===== src/rtl/reg_sync_arbiter_if.sv =====
// Handshake bundle between NUM_REQ requesters, the arbiter and one register synchronizer.
// Latency: none (wires only).
// Backpressure: req_busy tells each requester to hold off. Sync side is pulse/ack.
interface reg_sync_arbiter_if #(
    parameter int NUM_REQ = 4,
    parameter int WIDTH   = 16
);
    localparam int SELW = $clog2(NUM_REQ);

    logic [NUM_REQ-1:0]       req_en;
    logic [NUM_REQ*WIDTH-1:0] req_data;
    logic [NUM_REQ-1:0]       req_busy;
    logic [NUM_REQ-1:0]       req_done;
    logic [NUM_REQ-1:0]       req_err;
    logic                     sync_en;
    logic [WIDTH-1:0]         sync_data;
    logic [SELW-1:0]          sync_sel;
    logic                     sync_ack;

    // Environment view: requesters plus the synchronizer's ack.
    modport master (
        output req_en, req_data, sync_ack,
        input  req_busy, req_done, req_err, sync_en, sync_data, sync_sel
    );

    // Arbiter view.
    modport slave (
        input  req_en, req_data, sync_ack,
        output req_busy, req_done, req_err, sync_en, sync_data, sync_sel
    );
endinterface


===== src/rtl/reg_sync_arbiter.sv =====
// Round-robin arbiter that shares one register synchronizer among NUM_REQ requesters.
// Latency: req_en -> sync_en is 2 cycles when idle. sync_ack -> req_done is 1 cycle.
// Backpressure: req_busy holds a requester off. REG_SYNC_ARB_TIMEOUT_EN adds a WAIT timeout (req_err).
module reg_sync_arbiter #(
    parameter int NUM_REQ = 4,
    parameter int WIDTH   = 16,
    parameter int TIMEOUT = 255
) (
    input  logic                clk,
    input  logic                rst_n,
    reg_sync_arbiter_if.slave   bus
);
    localparam int SELW = $clog2(NUM_REQ);

    localparam logic [1:0] ST_IDLE  = 2'd0;
    localparam logic [1:0] ST_ISSUE = 2'd1;
    localparam logic [1:0] ST_WAIT  = 2'd2;

    logic [1:0]         state_q, state_d;
    logic [NUM_REQ-1:0] pending_q, pending_d;
    logic [WIDTH-1:0]   hold_q [NUM_REQ];
    logic [SELW-1:0]    last_q, last_d;
    logic [WIDTH-1:0]   data_q;
    logic [SELW-1:0]    sel_q;
    logic               en_q;
    logic [NUM_REQ-1:0] done_q, done_d;
    logic [NUM_REQ-1:0] accept;
    logic               grant_vld;
    logic [SELW-1:0]    grant_idx;
    logic               load;

    // A request is taken only when the slot is free. The cycle carrying that slot's
    // done pulse also counts as occupied, so a requester must re-request after done.
    assign accept = bus.req_en & ~pending_q & ~done_q;

    // Round-robin search starting one past the previous grant.
    always_comb begin
        logic [SELW:0] sum;
        grant_vld = 1'b0;
        grant_idx = '0;
        sum       = '0;
        for (int k = 1; k <= NUM_REQ; k++) begin
            sum = {1'b0, last_q} + (SELW+1)'(k);
            if (sum >= (SELW+1)'(NUM_REQ)) begin
                sum = sum - (SELW+1)'(NUM_REQ);
            end
            if (!grant_vld && pending_q[sum[SELW-1:0]]) begin
                grant_vld = 1'b1;
                grant_idx = sum[SELW-1:0];
            end
        end
    end

`ifdef REG_SYNC_ARB_TIMEOUT_EN
    localparam int CNTW = $clog2(TIMEOUT + 1);

    logic [CNTW-1:0]    cnt_q;
    logic [NUM_REQ-1:0] err_q, err_d;
    logic               timed_out;

    // The transfer is abandoned on the cycle the counter would reach TIMEOUT.
    assign timed_out = (cnt_q == CNTW'(TIMEOUT - 1));

    // WAIT cycle counter: cleared as WAIT is entered, advanced while no ack.
    always_ff @(posedge clk or negedge rst_n) begin
        if (!rst_n) begin
            cnt_q <= '0;
        end else if (state_q == ST_ISSUE) begin
            cnt_q <= '0;
        end else if (state_q == ST_WAIT && !bus.sync_ack) begin
            cnt_q <= cnt_q + 1'b1;
        end
    end

    // Error pulse register.
    always_ff @(posedge clk or negedge rst_n) begin
        if (!rst_n) begin
            err_q <= '0;
        end else begin
            err_q <= err_d;
        end
    end

    assign bus.req_err = err_q;
`else
    assign bus.req_err = '0;
`endif

    // Next-state logic for the IDLE/ISSUE/WAIT controller and the pending set.
    always_comb begin
        state_d   = state_q;
        pending_d = pending_q | accept;
        done_d    = '0;
        last_d    = last_q;
        load      = 1'b0;
`ifdef REG_SYNC_ARB_TIMEOUT_EN
        err_d     = '0;
`endif
        case (state_q)
            ST_IDLE: begin
                if (grant_vld) begin
                    state_d = ST_ISSUE;
                    last_d  = grant_idx;
                    load    = 1'b1;
                end
            end
            ST_ISSUE: begin
                state_d = ST_WAIT;
            end
            ST_WAIT: begin
                if (bus.sync_ack) begin
                    done_d[last_q]    = 1'b1;
                    pending_d[last_q] = 1'b0;
                    state_d           = ST_IDLE;
                end
`ifdef REG_SYNC_ARB_TIMEOUT_EN
                else if (timed_out) begin
                    err_d[last_q]     = 1'b1;
                    pending_d[last_q] = 1'b0;
                    state_d           = ST_IDLE;
                end
`endif
            end
            default: begin
                state_d = ST_IDLE;
            end
        endcase
    end

    // Controller state, grant pointer and the done pulse.
    always_ff @(posedge clk or negedge rst_n) begin
        if (!rst_n) begin
            state_q   <= ST_IDLE;
            pending_q <= '0;
            last_q    <= SELW'(NUM_REQ - 1);
            done_q    <= '0;
            en_q      <= 1'b0;
        end else begin
            state_q   <= state_d;
            pending_q <= pending_d;
            last_q    <= last_d;
            done_q    <= done_d;
            en_q      <= (state_d == ST_ISSUE);
        end
    end

    // Per-requester capture of data on an accepted request.
    always_ff @(posedge clk or negedge rst_n) begin
        if (!rst_n) begin
            for (int i = 0; i < NUM_REQ; i++) begin
                hold_q[i] <= '0;
            end
        end else begin
            for (int i = 0; i < NUM_REQ; i++) begin
                if (accept[i]) begin
                    hold_q[i] <= bus.req_data[i*WIDTH +: WIDTH];
                end
            end
        end
    end

    // Synchronizer data/select: loaded only at grant, so they stay frozen through WAIT.
    always_ff @(posedge clk or negedge rst_n) begin
        if (!rst_n) begin
            data_q <= '0;
            sel_q  <= '0;
        end else if (load) begin
            data_q <= hold_q[grant_idx];
            sel_q  <= grant_idx;
        end
    end

    assign bus.req_busy  = pending_q;
    assign bus.req_done  = done_q;
    assign bus.sync_en   = en_q;
    assign bus.sync_data = data_q;
    assign bus.sync_sel  = sel_q;
endmodule


===== src/flat_wrapper.sv =====
// flat-port wrapper written by rule: the top's interface ports become plain ports
module reg_sync_arbiter_flat 
#(
    parameter int NUM_REQ = 4,
    parameter int WIDTH   = 16,
    parameter int TIMEOUT = 255
)
  (clk, rst_n, bus_req_en, bus_req_data, bus_sync_ack, bus_req_busy, bus_req_done, bus_req_err, bus_sync_en, bus_sync_data, bus_sync_sel);
  reg_sync_arbiter_if #(.NUM_REQ(NUM_REQ), .WIDTH(WIDTH)) bus_i ();
  input  logic clk;
  input  logic rst_n;
  input wire logic [$bits(bus_i.req_en)-1:0] bus_req_en;
  input wire logic [$bits(bus_i.req_data)-1:0] bus_req_data;
  input wire logic [$bits(bus_i.sync_ack)-1:0] bus_sync_ack;
  output wire logic [$bits(bus_i.req_busy)-1:0] bus_req_busy;
  output wire logic [$bits(bus_i.req_done)-1:0] bus_req_done;
  output wire logic [$bits(bus_i.req_err)-1:0] bus_req_err;
  output wire logic [$bits(bus_i.sync_en)-1:0] bus_sync_en;
  output wire logic [$bits(bus_i.sync_data)-1:0] bus_sync_data;
  output wire logic [$bits(bus_i.sync_sel)-1:0] bus_sync_sel;
  assign bus_i.req_en = bus_req_en;
  assign bus_i.req_data = bus_req_data;
  assign bus_i.sync_ack = bus_sync_ack;
  assign bus_req_busy = bus_i.req_busy;
  assign bus_req_done = bus_i.req_done;
  assign bus_req_err = bus_i.req_err;
  assign bus_sync_en = bus_i.sync_en;
  assign bus_sync_data = bus_i.sync_data;
  assign bus_sync_sel = bus_i.sync_sel;
  reg_sync_arbiter #(.NUM_REQ(NUM_REQ), .WIDTH(WIDTH), .TIMEOUT(TIMEOUT)) u_core (.clk(clk), .rst_n(rst_n), .bus(bus_i));
endmodule

===== config.mk =====
export PLATFORM = sky130hd
export DESIGN_NAME = reg_sync_arbiter_flat
export DESIGN_NICKNAME = d
export VERILOG_FILES = /design/src/rtl/reg_sync_arbiter_if.sv /design/src/rtl/reg_sync_arbiter.sv /design/src/flat_wrapper.sv
export SDC_FILE = /design/constraint.sdc
export NUM_CORES = 1
export LEC_CHECK = 0
export BUFFER_PORTS_ARGS = -buffer_cell sky130_fd_sc_hd__buf_2
export CELL_PAD_IN_SITES_DETAIL_PLACEMENT = 1
export CELL_PAD_IN_SITES_GLOBAL_PLACEMENT = 1
export CORE_MARGIN = 2
export CORE_UTILIZATION = 35
export CTS_CLUSTER_SIZE = 8
export DETAILED_ROUTE_END_ITERATION = 7
export PLACE_DENSITY_LB_ADDON = 0.15
export REMOVE_ABC_BUFFERS = 1
export SETUP_SLACK_MARGIN = 0.1
export SYNTH_ARGS = -nofsm -noshare
export SYNTH_HDL_FRONTEND = slang
export SYNTH_SLANG_ARGS = --single-unit

===== constraint.sdc =====
create_clock -name clk -period 5.7 [get_ports clk]
set_clock_uncertainty 0.1 [all_clocks]
set_input_delay 0.57 -clock clk [delete_from_list [all_inputs] [get_ports clk]]
set_output_delay 0.57 -clock clk [all_outputs]
set_load 0.02 [all_outputs]

Word-level counts from Yosys, hierarchy flattened:

Cells that the tools add are included.
Widths: inputs -> output; s select.

* reduce and logical (&&, ||, !) cells: 9
* bitwise logic cells: 8
* divide/modulo/power cells: 0
* add/subtract/negate cells: 8
* eq/ne operators: 3
* multiplexer cells: 34
* $mul: 0
* magnitude comparators: 11
* shifts and indexed selects: 0

Operators by type and width (number)
* $bmux 16 s2: 1
* $mux 16: 2
* $mux 2: 10
* $mux 4: 4
* $ge 3x3->1 const B: 5
* $lt 2x3->1 const B: 5
* $and 4x4->4: 3
* $not 4->4: 3
* $mux 1: 11
* $bmux 1 s2: 4
* $sub 2x1->2 const B: 4
* $add 2x2->3 const B: 2
* $pmux 2 s3: 1
* $eq 2x1->1 const B: 2
* $logic_and 1x1->1: 4
* $or 4x4->4: 1
* $add 2x1->3 const B: 1
* $add 2x3->3 const B: 1
* $logic_not 1->1: 3
* $not 2->3: 1
* $demux 1 s2: 1
* $eq 2x2->1 const B: 1
* $ge 2x1->1 const B: 1
* $logic_not 2->1: 1
* $reduce_and 2->1: 1

* memories kept: 0
* logic and storage cells: 84
* output and inout port bits: 31
* input port bits: 71
* bits in registers: 95
* latch bits: 0
* bits in writable memories: 0
* memory bits (read-only): 0

Longest topological paths before layout:

Gate-level depths: netlist of the first run.

* depth after elaboration: 19
* depth in mapped cells: 13
* depth with buffers taken out: 8

Least setup slack after synthesis of the first run:

OpenSTA, ideal clock, no wires.

* kind: register -> register
* from: reg u_core.last_q[0]
* to: reg u_core.data_q[10], in the netlist u_core.bus.sync_data[10]
* path slack: 2415 ps
* arrival: 3099 ps
* setup time: 86 ps
* path buffers: 4
* clock period less this slack: 3285 ps
* data required time: 5514 ps
* stages on the path, launching flop included: 12
* path through: dfstp_2 > buf_6 > buf_2 > inv_1 > ha_1 > clkbuf_1 > mux4_2 > or4_4 > a31oi_4 > buf_6 > o311ai_1 > o221ai_2

* longest elaborated chain between the ends: 19
* elaborated cells between the ends (all ways): 44
* those cells by class: 8 x add/sub; 4 x order compare; 25 x mux; 1 x bitwise; 6 x reduce/logical

Ends and longest elaborated chain
* from (decl): line reg_sync_arbiter.sv:22 `logic [SELW-1:0] last_q, last_d;`
* from (signal assigned): line reg_sync_arbiter.sv:135 `last_q <= SELW'(NUM_REQ - 1);`
* from (signal assigned): line reg_sync_arbiter.sv:141 `last_q <= last_d;`
* $add 2x1->3: line reg_sync_arbiter.sv:43 `sum = {1'b0, last_q} + (SELW+1)'(k);`
* $ge 3x3->1 or $sub 2x1->2 (tied branches): line reg_sync_arbiter.sv:44, reg_sync_arbiter.sv:45
* $mux 2: line reg_sync_arbiter.sv:44 `if (sum >= (SELW+1)'(NUM_REQ)) begin`
* $bmux 1 s2: line reg_sync_arbiter.sv:47 `if (!grant_vld && pending_q[sum[SELW-1:0]]) begin`
* $mux 1 (implied by the code): line reg_sync_arbiter.sv:47
* $mux 1: line reg_sync_arbiter.sv:47
* $logic_not 1->1: line reg_sync_arbiter.sv:47
* $logic_and 1x1->1: line reg_sync_arbiter.sv:47
* [2 not listed]
* $logic_and 1x1->1: line reg_sync_arbiter.sv:47
* $mux 1: line reg_sync_arbiter.sv:47
* $logic_not 1->1: line reg_sync_arbiter.sv:47
* $logic_and 1x1->1: line reg_sync_arbiter.sv:47
* $mux 2: line reg_sync_arbiter.sv:47
* $not 2->3 (implied by the code): line reg_sync_arbiter.sv:168 `data_q <= hold_q[grant_idx];`
* $bmux 16 s2: line reg_sync_arbiter.sv:168
* $mux 16 (implied by the code) (2 in series): line reg_sync_arbiter.sv:168
* to (signal assigned): line reg_sync_arbiter.sv:168
* to (decl): line reg_sync_arbiter.sv:23 `logic [WIDTH-1:0] data_q;`

Several ways; a longest one is shown, not always the timed one. The select of a mux whose other input is x is not followed.
A chain may end at the register's enable or synchronous reset.

Worst setup path after layout of the first run:

* from: reg u_core.last_q[0]
* to: reg u_core.data_q[12], in the netlist u_core.bus.sync_data[12]

Same word-level chain as after synthesis.

==> results of run 1 <==
## worst max-delay path by stage
| stage | cells after the start | from | slack (ns) | endpoint |
|---|---|---|---|---|
| after floorplan | 8 | u_core.last_q[0] | 1.48 | u_core.bus.sync_data[10] |
| after global placement | 9 | u_core.last_q[0] | 1.55 | u_core.bus.sync_data[11] |
| after detailed placement | 9 | u_core.last_q[0] | 1.34 | u_core.bus.sync_data[12] |
| after CTS | 9 | u_core.last_q[0] | 1.34 | u_core.bus.sync_data[8] |
| after global routing | 9 | u_core.last_q[0] | 1.02 | u_core.bus.sync_data[8] |
| final | 9 | u_core.last_q[0] | 1.31 | u_core.bus.sync_data[12] |
## kinds of logic (layout without fill, tap and decap cells)
| group | Yosys count | count (layout) |
|---|---|---|
| xor gates and xnor gates | 1 | 1 |
| buffers and inverters | 37 | 128 |
| muxes | 88 | 88 |
| DFF | 95 | 95 |
| AOI/OAI and AO/OA | 65 | 65 |
| and+or+nand+nor | 74 | 74 |
| other | 1 | 4 |
| adders and majority gates | 4 | 4 |
## metrics by stage
| stage | setup slack, ns | hold WS [ns] | instances | area, sq um |
|---|---|---|---|---|
| 2_1_floorplan | 1.48 | 0.174 | 339 | 4470 |
| 3_3_place_gp | 1.55 | 0.378 | 615 | 5250 |
| 3_5_place_dp | 1.34 | 0.375 | 615 | 5250 |
| 4_1_cts | 1.34 | 0.00424 | 631 | 5550 |
| 5_1_grt | 1.02 | 0.0102 | 631 | 5550 |
| 6_report | 1.31 | 0.00488 | 631 | 5550 |
## power breakdown
group | switching (mW) | internal [mW]
Clock | 0.260 | 0.355
Sequential | 0.294 | 1.02
Combinational | 0.815 | 0.678
Total | 1.37 | 2.05
## registers in the layout, summed over array words and instances, names as in the netlist
register              cells
u_core.bus.sync_sel       2
u_core.bus.req_busy       4
u_core.last_q             2
u_core.bus.sync_en        1
u_core.state_q            2
u_core.bus.req_done       4
u_core.bus.sync_data     16
u_core.hold_q            64
## final cells by class
class                   instances  area share (%)
flip-flops and latches         95            42.9
multi-input cells             236            37.5
repair buffers                104            9.75
clock buffers                  12            4.44
well taps                     172            3.88
clock inverters                 4           0.993
inverters                       8           0.541
## cells in the final DEF, fill, tap and decap left out, types with 9 or more instances in the layout
cell type	n
sky130_fd_sc_hd__nand2_1	27
sky130_fd_sc_hd__clkbuf_16	9
sky130_fd_sc_hd__mux2_2	65
sky130_fd_sc_hd__nor2_1	11
sky130_fd_sc_hd__mux2i_1	19
sky130_fd_sc_hd__o221ai_2	9
sky130_fd_sc_hd__or3_1	15
sky130_fd_sc_hd__o311ai_1	11
sky130_fd_sc_hd__o22ai_1	15
sky130_fd_sc_hd__buf_2	96
sky130_fd_sc_hd__dfrtp_1	93
sky130_fd_sc_hd__o221ai_1	9
## per-layer routing
layer	wire length, um	part of all wire [%]
met3	516	4.2
met1	5630	45
met5	0	0
met2	6010	48
met4	239	1.9
## worst max-delay path, delay by kind of cell (launching register included)
| family | cells | cell delay [ns] |
|---|---|---|
| and+or+nand+nor | 1 | 0.09 |
| DFF | 1 | 1.08 |
| AOI/OAI and AO/OA | 3 | 1.15 |
| buffers and inverters | 2 | 0.66 |
| muxes | 2 | 0.61 |
| adders and majority gates | 1 | 0.53 |
==> summary by stage, run 1 <==
Clock network
The number of hold buffers added after cts is 0. The level count of the clock H-tree is 3. Clock-pin slew was measured on the worst setup and hold paths at 0.07 ns. The root buffer cell is sky130_fd_sc_hd__clkbuf_16. The total setup buffers inserted after CTS is 0. Counting every sink on the clock net gives 95. The number of buffers on the longest clock path is 2. In this run, CTS created clock tree buffers numbering 9. For the worst-skew pair, the clock arrives at the later sink with an insertion delay of 0.35 ns.

Post-CTS repair changed the size of 0 cells. TritonCTS built the clock tree.

Pwr
The leakage power is 2.40 nW. IR analysis of the VDD net gives a maximum drop of 0.249 mV. After layout, the design draws a total of 3.42 mW. For this design the ratio of total power to cell area is 616 nW/um^2.

Timing
The final count of hold timing violations is 0. For the pin with the worst max-slew slack, the measured transition is 0.950 ns. The aggregate negative setup slack is 0 ns. For this run, the top clock speed supported by timing is 228 MHz. The number of pins with negative max-slew slack in the final report is 0. The routed design could run at a clock period as short as 4.39 ns.

Measured against its own limit, the worst slew margin works out to 36.5%. Dividing the final minimum period by the clock period gives 76.9%. Setup violations remaining at the end of the flow were counted as 0.

Setup repair after global routing left no endpoint under its margin.

Setup path
The worst setup path is of the flip-flop to flip-flop kind. The worst setup path is captured at a flip-flop. Walking the worst path, the cells encountered are inv_1 -> ha_1 -> mux4_2 -> nor2b_1 -> o211ai_2 -> a21boi_2 -> buf_4 -> mux2i_1 -> o221ai_2.

The source of the worst register-to-register timing path is u_core.last_q[0]. The internal reg-to-reg setup slack is 1.31 ns. Of all nets on the critical path, the largest fanout is 47. The largest single stage delay on the critical path is 1.08 ns.

The depth of the most critical reg-to-reg path is 9. For the worst setup path, the data required time is 5.82 ns. The endpoint identified for the worst register-to-register timing path is u_core.bus.sync_data[12]. The slowest stage of the critical path belongs to the cell sky130_fd_sc_hd__dfstp_2. The launching element type of the critical path is a flip-flop. STA puts the critical path data arrival time at 4.50 ns.

Logic synthesis
The fraction of post-synthesis cell area in the top cell type by area is 50.4%. Of the total synthesized cell area, the portion taken by AND, OR, NAND and NOR gates is 8.35%. The library cell occupying the most area in the post-synthesis netlist is sky130_fd_sc_hd__dfrtp_1. The number of enable-type register cells in the synthesized netlist is 0. The post-synthesis cell area is 4610 sq um. Sequential elements use 51.6% of the synthesized area. The area share of fa/ha/maj cells after synthesis is 1.08%. In the synthesized netlist, mux cells make up 21.9% of the area. The combinational family with the most area after synthesis is multiplexers. In the synthesized netlist, the number of instances is 365. The commonest cells after synthesis are 93 x sky130_fd_sc_hd__dfrtp_1, 65 x sky130_fd_sc_hd__mux2_2, 27 x sky130_fd_sc_hd__nand2_1, 19 x sky130_fd_sc_hd__mux2i_1, 16 x sky130_fd_sc_hd__clkbuf_1. The number of distinct standard cells referenced by the synthesized netlist is 39. The post-synthesis area per instance is 12.6 sq um. Of all flip-flops after synthesis, the portion carrying an async set or reset was 100%. The synthesized design contains 95 register bits. Among all flip-flop cells after synthesis, the most frequent one is sky130_fd_sc_hd__dfrtp_1. The most common cell in the synthesized netlist is sky130_fd_sc_hd__dfrtp_1. The post-synthesis compound-gate area fraction is 12.7%.

The total of warnings raised by yosys is 0. The xor-xnor portion of the synthesized cell area is 0.190%. Ranked by total cell area, the synthesized netlist is headed by sky130_fd_sc_hd__dfrtp_1 50%, sky130_fd_sc_hd__mux2_2 16%, sky130_fd_sc_hd__mux2i_1 4.1%.

Drt
Wires add up to 12400 um. Summing over every cut layer, the via total after detailed routing is 3299. The detailed-route vias per instance is 5.23. The first detailed-routing pass ran for 4 iterations. Dividing the detail-routed wire length by the instance count gives 19.6 um. The DRC violations left is 0. The initial DRC count is 176.

The count of antenna-violating nets left after detailed routing is 0.

Finish
The number of antenna diodes in the final layout is 0. The utilization after layout is 43.6%. The filler cells instantiated in the layout total 1430. In the final design database the tool counted 529 nets. The area taken by multi-input logic gates is 2080 sq um. The area growth from synthesis to layout is 20.2%. The proportion of layout cells with a drive suffix above 1 is 45.5%. The area occupied by registers is 2380 sq um.

Die
The floorplan step defined a core boundary enclosing 12700 sq um. The initialized floorplan defines 41 standard-cell rows. The initial core utilization is 36.3%.

The die covers 14100 sq um. The die is 119 um tall. The die is 119 um wide. The number of ports placed on the die boundary is 102.

GRT
The met3 usage is 5.31%. The met1 track demand over resource in global routing is 24.5%. Entering global routing, the biggest net connects 74 pins. The met2 capacity usage during global routing is 30.0%. The number of antenna violations at the first check in global routing is 0. met2 is the most crowded layer. The first-pass GRT wire length is 20200 um. In the global route stage, overall resource usage came out at 18.7%. The via count of the first global-routing pass is 3573. Global routing finished with a remaining overflow of 0.

Worst hold path
The path class of the tightest hold or removal check is input pin to async pin.

Status
The flow ran to the end, and the final reports show no timing, DRC or antenna violations.

Placement
The final weighted congestion of routability-driven global placement is 0.810. The number of I/O port buffers is 97. The post-detailed-placement half-perimeter wirelength is 8540 um.

Run
The tool flagged a number of max-cap violations equal to 0.
Note: power is estimated with default switching activity, not from simulation.
==> run 2: changes to the inputs <==
==> constraint.sdc (replaced) <==
create_clock -name clk -period 4.35 [get_ports clk]
set_clock_uncertainty 0.1 [all_clocks]
set_input_delay 0.435 -clock clk [delete_from_list [all_inputs] [get_ports clk]]
set_output_delay 0.435 -clock clk [all_outputs]
set_load 0.02 [all_outputs]
==> summary by stage, run 2 (same netlist as run 1, synthesis figures left out) <==
Status
The flow ran to the end, and the final reports show no timing, DRC or antenna violations.

Drt
The average routed wire per standard cell is 19.3 um. The number of iterations in the first detailed-routing pass is 4. Summed over all layers, the routed wires come to 12300 um. The DRC violations left is 0.

For this block, the via count after detailed routing is 3311. The count of antenna-violating nets left after detailed routing is 0. The initial DRC count is 181. The detailed-route vias per instance is 5.22.

GRT
The via count of the first global-routing pass is 3637. The overflow left after global routing is 0. The first global-routing pass estimated 20300 um of wire. The number of antenna violations at the first check in global routing is 0. In the global route stage, overall resource usage came out at 18.8%. The maximum number of pins on one net before global-route repair is 66.

Timing
Setup repair after global routing left no endpoint under its margin. The final count of hold timing violations is 0. The smallest clock period supported by the final layout is computed as 3.75 ns.

The transition at the pin with the smallest max-transition slack is 0.831 ns. The final critical path takes up 86.2% of the cycle. The worst slew margin relative to its limit is 44.6%. The number of pins with negative max-slew slack in the final report is 0. Timing would allow up to 267 MHz. Setup violations remaining at the end of the flow were counted as 0. In the final timing run, aggregate negative setup slack is 0 ns.

Finish
Leaving out fill and tap cells, the most frequent cell in the layout is sky130_fd_sc_hd__buf_2. Of the cells placed in the final design, the portion with a size suffix greater than 1 is 45.9%. The number of antenna diodes in the final layout is 0. The count of fill cells added during filler insertion is 1401. Relative to the synthesized area, the layout overhead comes to 20.2%. In the layout the commonest cells are 96 x sky130_fd_sc_hd__buf_2, 93 x sky130_fd_sc_hd__dfrtp_1, 65 x sky130_fd_sc_hd__mux2_2, 27 x sky130_fd_sc_hd__nand2_1, 19 x sky130_fd_sc_hd__mux2i_1.

The register with the most flip-flops in the layout has 64 of them. The register bank with the most flops is u_core.hold_q. The net count of the finished layout is 532.

Setup path
The slowest stage of the critical path is the sky130_fd_sc_hd__dfstp_2 cell. The worst setup path is launched from a flip-flop. For the worst setup path, the data arrival time is 3.84 ns. Walking the worst path, the cells encountered are inv_1 -> ha_1 -> mux4_2 -> o41ai_4 -> buf_4 -> inv_1 -> nand4_2 -> o221ai_1.

In this design, the stage delay of the slowest critical-path cell is 0.77 ns. The maximum fanout encountered on the critical timing path is 24. The critical path in this run is classified as flip-flop to flip-flop. The worst setup path is captured at a flip-flop.

The data required time of the critical path is 4.44 ns. The most prevalent standard cell on the critical path is sky130_fd_sc_hd__inv_1.

Die
The y dimension of the die is 119 um. The initial core utilization is 36.3%. The area enclosed by the die boundary is 14100 sq um. For this design the top-level I/O count stands at 102. The placeable core region is 12700 sq um. The row count is 41.

The horizontal extent of the die is 119 um.

Clock network
After clock tree synthesis, the flow added hold-fix buffers numbering 0. The number of resized instances in the post-cts repair step is 0. Clock-pin slew was measured on the worst setup and hold paths at 0.07 ns.

The number of buffers inserted during clock tree synthesis is 9. The later pin in the worst-skew pair is clocked with a latency of 0.35 ns. The total setup buffers inserted after CTS is 0. Counting along the longest clock path gives a buffer depth of 2. For this design, the sink count on the clock tree is 95. The clock tree from TritonCTS is built. The root buffer cell is sky130_fd_sc_hd__clkbuf_16. The clock tree synthesis step divided the H-tree into 3 levels.

Pwr
The analysis attributes to cell leakage a power of 2.41 nW. Overall power consumption after layout is estimated at 4.43 mW. The worst-case IR drop observed on VDD is 0.313 mV.

The total power divided by cell area is 799 nW/um^2.

Placement
The final weighted congestion of routability-driven global placement is 0.810. Detailed placement ended at an HPWL of 8500 um. The number of I/O port buffers is 97.

Run
The max-cap violation count is 0.

Worst hold path
The classification of the worst-slack hold path is input pin to async pin.
[run 2: cell count changes in the layout (fill, tap and decap cells not counted), sizes merged]
cell and delta:
inv -1, clkinv +2, buf +3, clkbuf +1, bufinv -1, clkinvlp -1
[run 2: layout make-up]
| cell class | count | area, sq um | share of cell area, % |
|---|---|---|---|
| well taps | 172 | 215 | 3.88 |
| flip-flops and latches | 95 | 2380 | 42.9 |
| repair buffers | 107 | 563 | 10.2 |
| clock buffers | 13 | 260 | 4.69 |
| inverters | 8 | 30.0 | 0.541 |
| multi-input cells | 236 | 2080 | 37.5 |
| clock inverters | 3 | 18.8 | 0.338 |
[run 2: stage by stage]
| stage | setup WS [ns] | instances | hold WS, ns | util, % | area, sq um |
|---|---|---|---|---|---|
| 4_1_cts | 0.532 | 634 | 0.119 | 43.6 | 5550 |
| 3_5_place_dp | 0.573 | 618 | 0.376 | 41.4 | 5270 |
| 2_1_floorplan | 0.134 | 339 | 0.0394 | - | 4470 |
| 5_1_grt | 0.293 | 634 | 0.152 | 43.6 | 5550 |
| 6_report | 0.599 | 634 | 0.0888 | 43.6 | 5550 |
| 3_3_place_gp | 0.684 | 618 | 0.383 | 41.4 | 5270 |
[run 2: critical path, delay by kind of cell, from the launching register on]
family | cells | cell delay, ns
flops | 1 | 0.77
buf+inv | 3 | 0.72
compound gates | 2 | 0.61
fa+ha+maj | 1 | 0.51
simple gates | 1 | 0.45
mux | 1 | 0.42
[run 2: report_power, final]
| part | internal, mW | switching, mW | leakage (nW) |
|---|---|---|---|
| clock network | 0.418 | 0.330 | 0.140 |
| logic | 0.902 | 1.08 | 1.14 |
| registers | 1.33 | 0.367 | 1.13 |
[run 2: metal layers]
metal,vias to the layer above,global-route usage (%),routed length [um]
met5,-,0,0
met4,0,6.03,269
met3,14,4.97,559
met2,85,29.4,5840
met1,1677,25.3,5590
li1,1535,-,-
[run 2: path summary, 6_finish.rpt]
check | from | to | slack [ns] | cells past startpoint
setup / recovery | u_core.last_q[0] | u_core.bus.sync_data[4] | 0.60 | 8
hold / removal | rst_n | u_core.hold_q[6] | 0.09 | 1
setup reg to reg | u_core.last_q[0] | u_core.bus.sync_data[4] | 0.60 | 8
hold reg to reg | u_core.bus.sync_data[11] | u_core.bus.sync_data[11] | 0.39 | 2
max in group asynchronous | rst_n | u_core.hold_q[27] | 3.12 | 2
min in group clk | bus_req_data[57] | u_core.hold_q[9] | 0.22 | 2
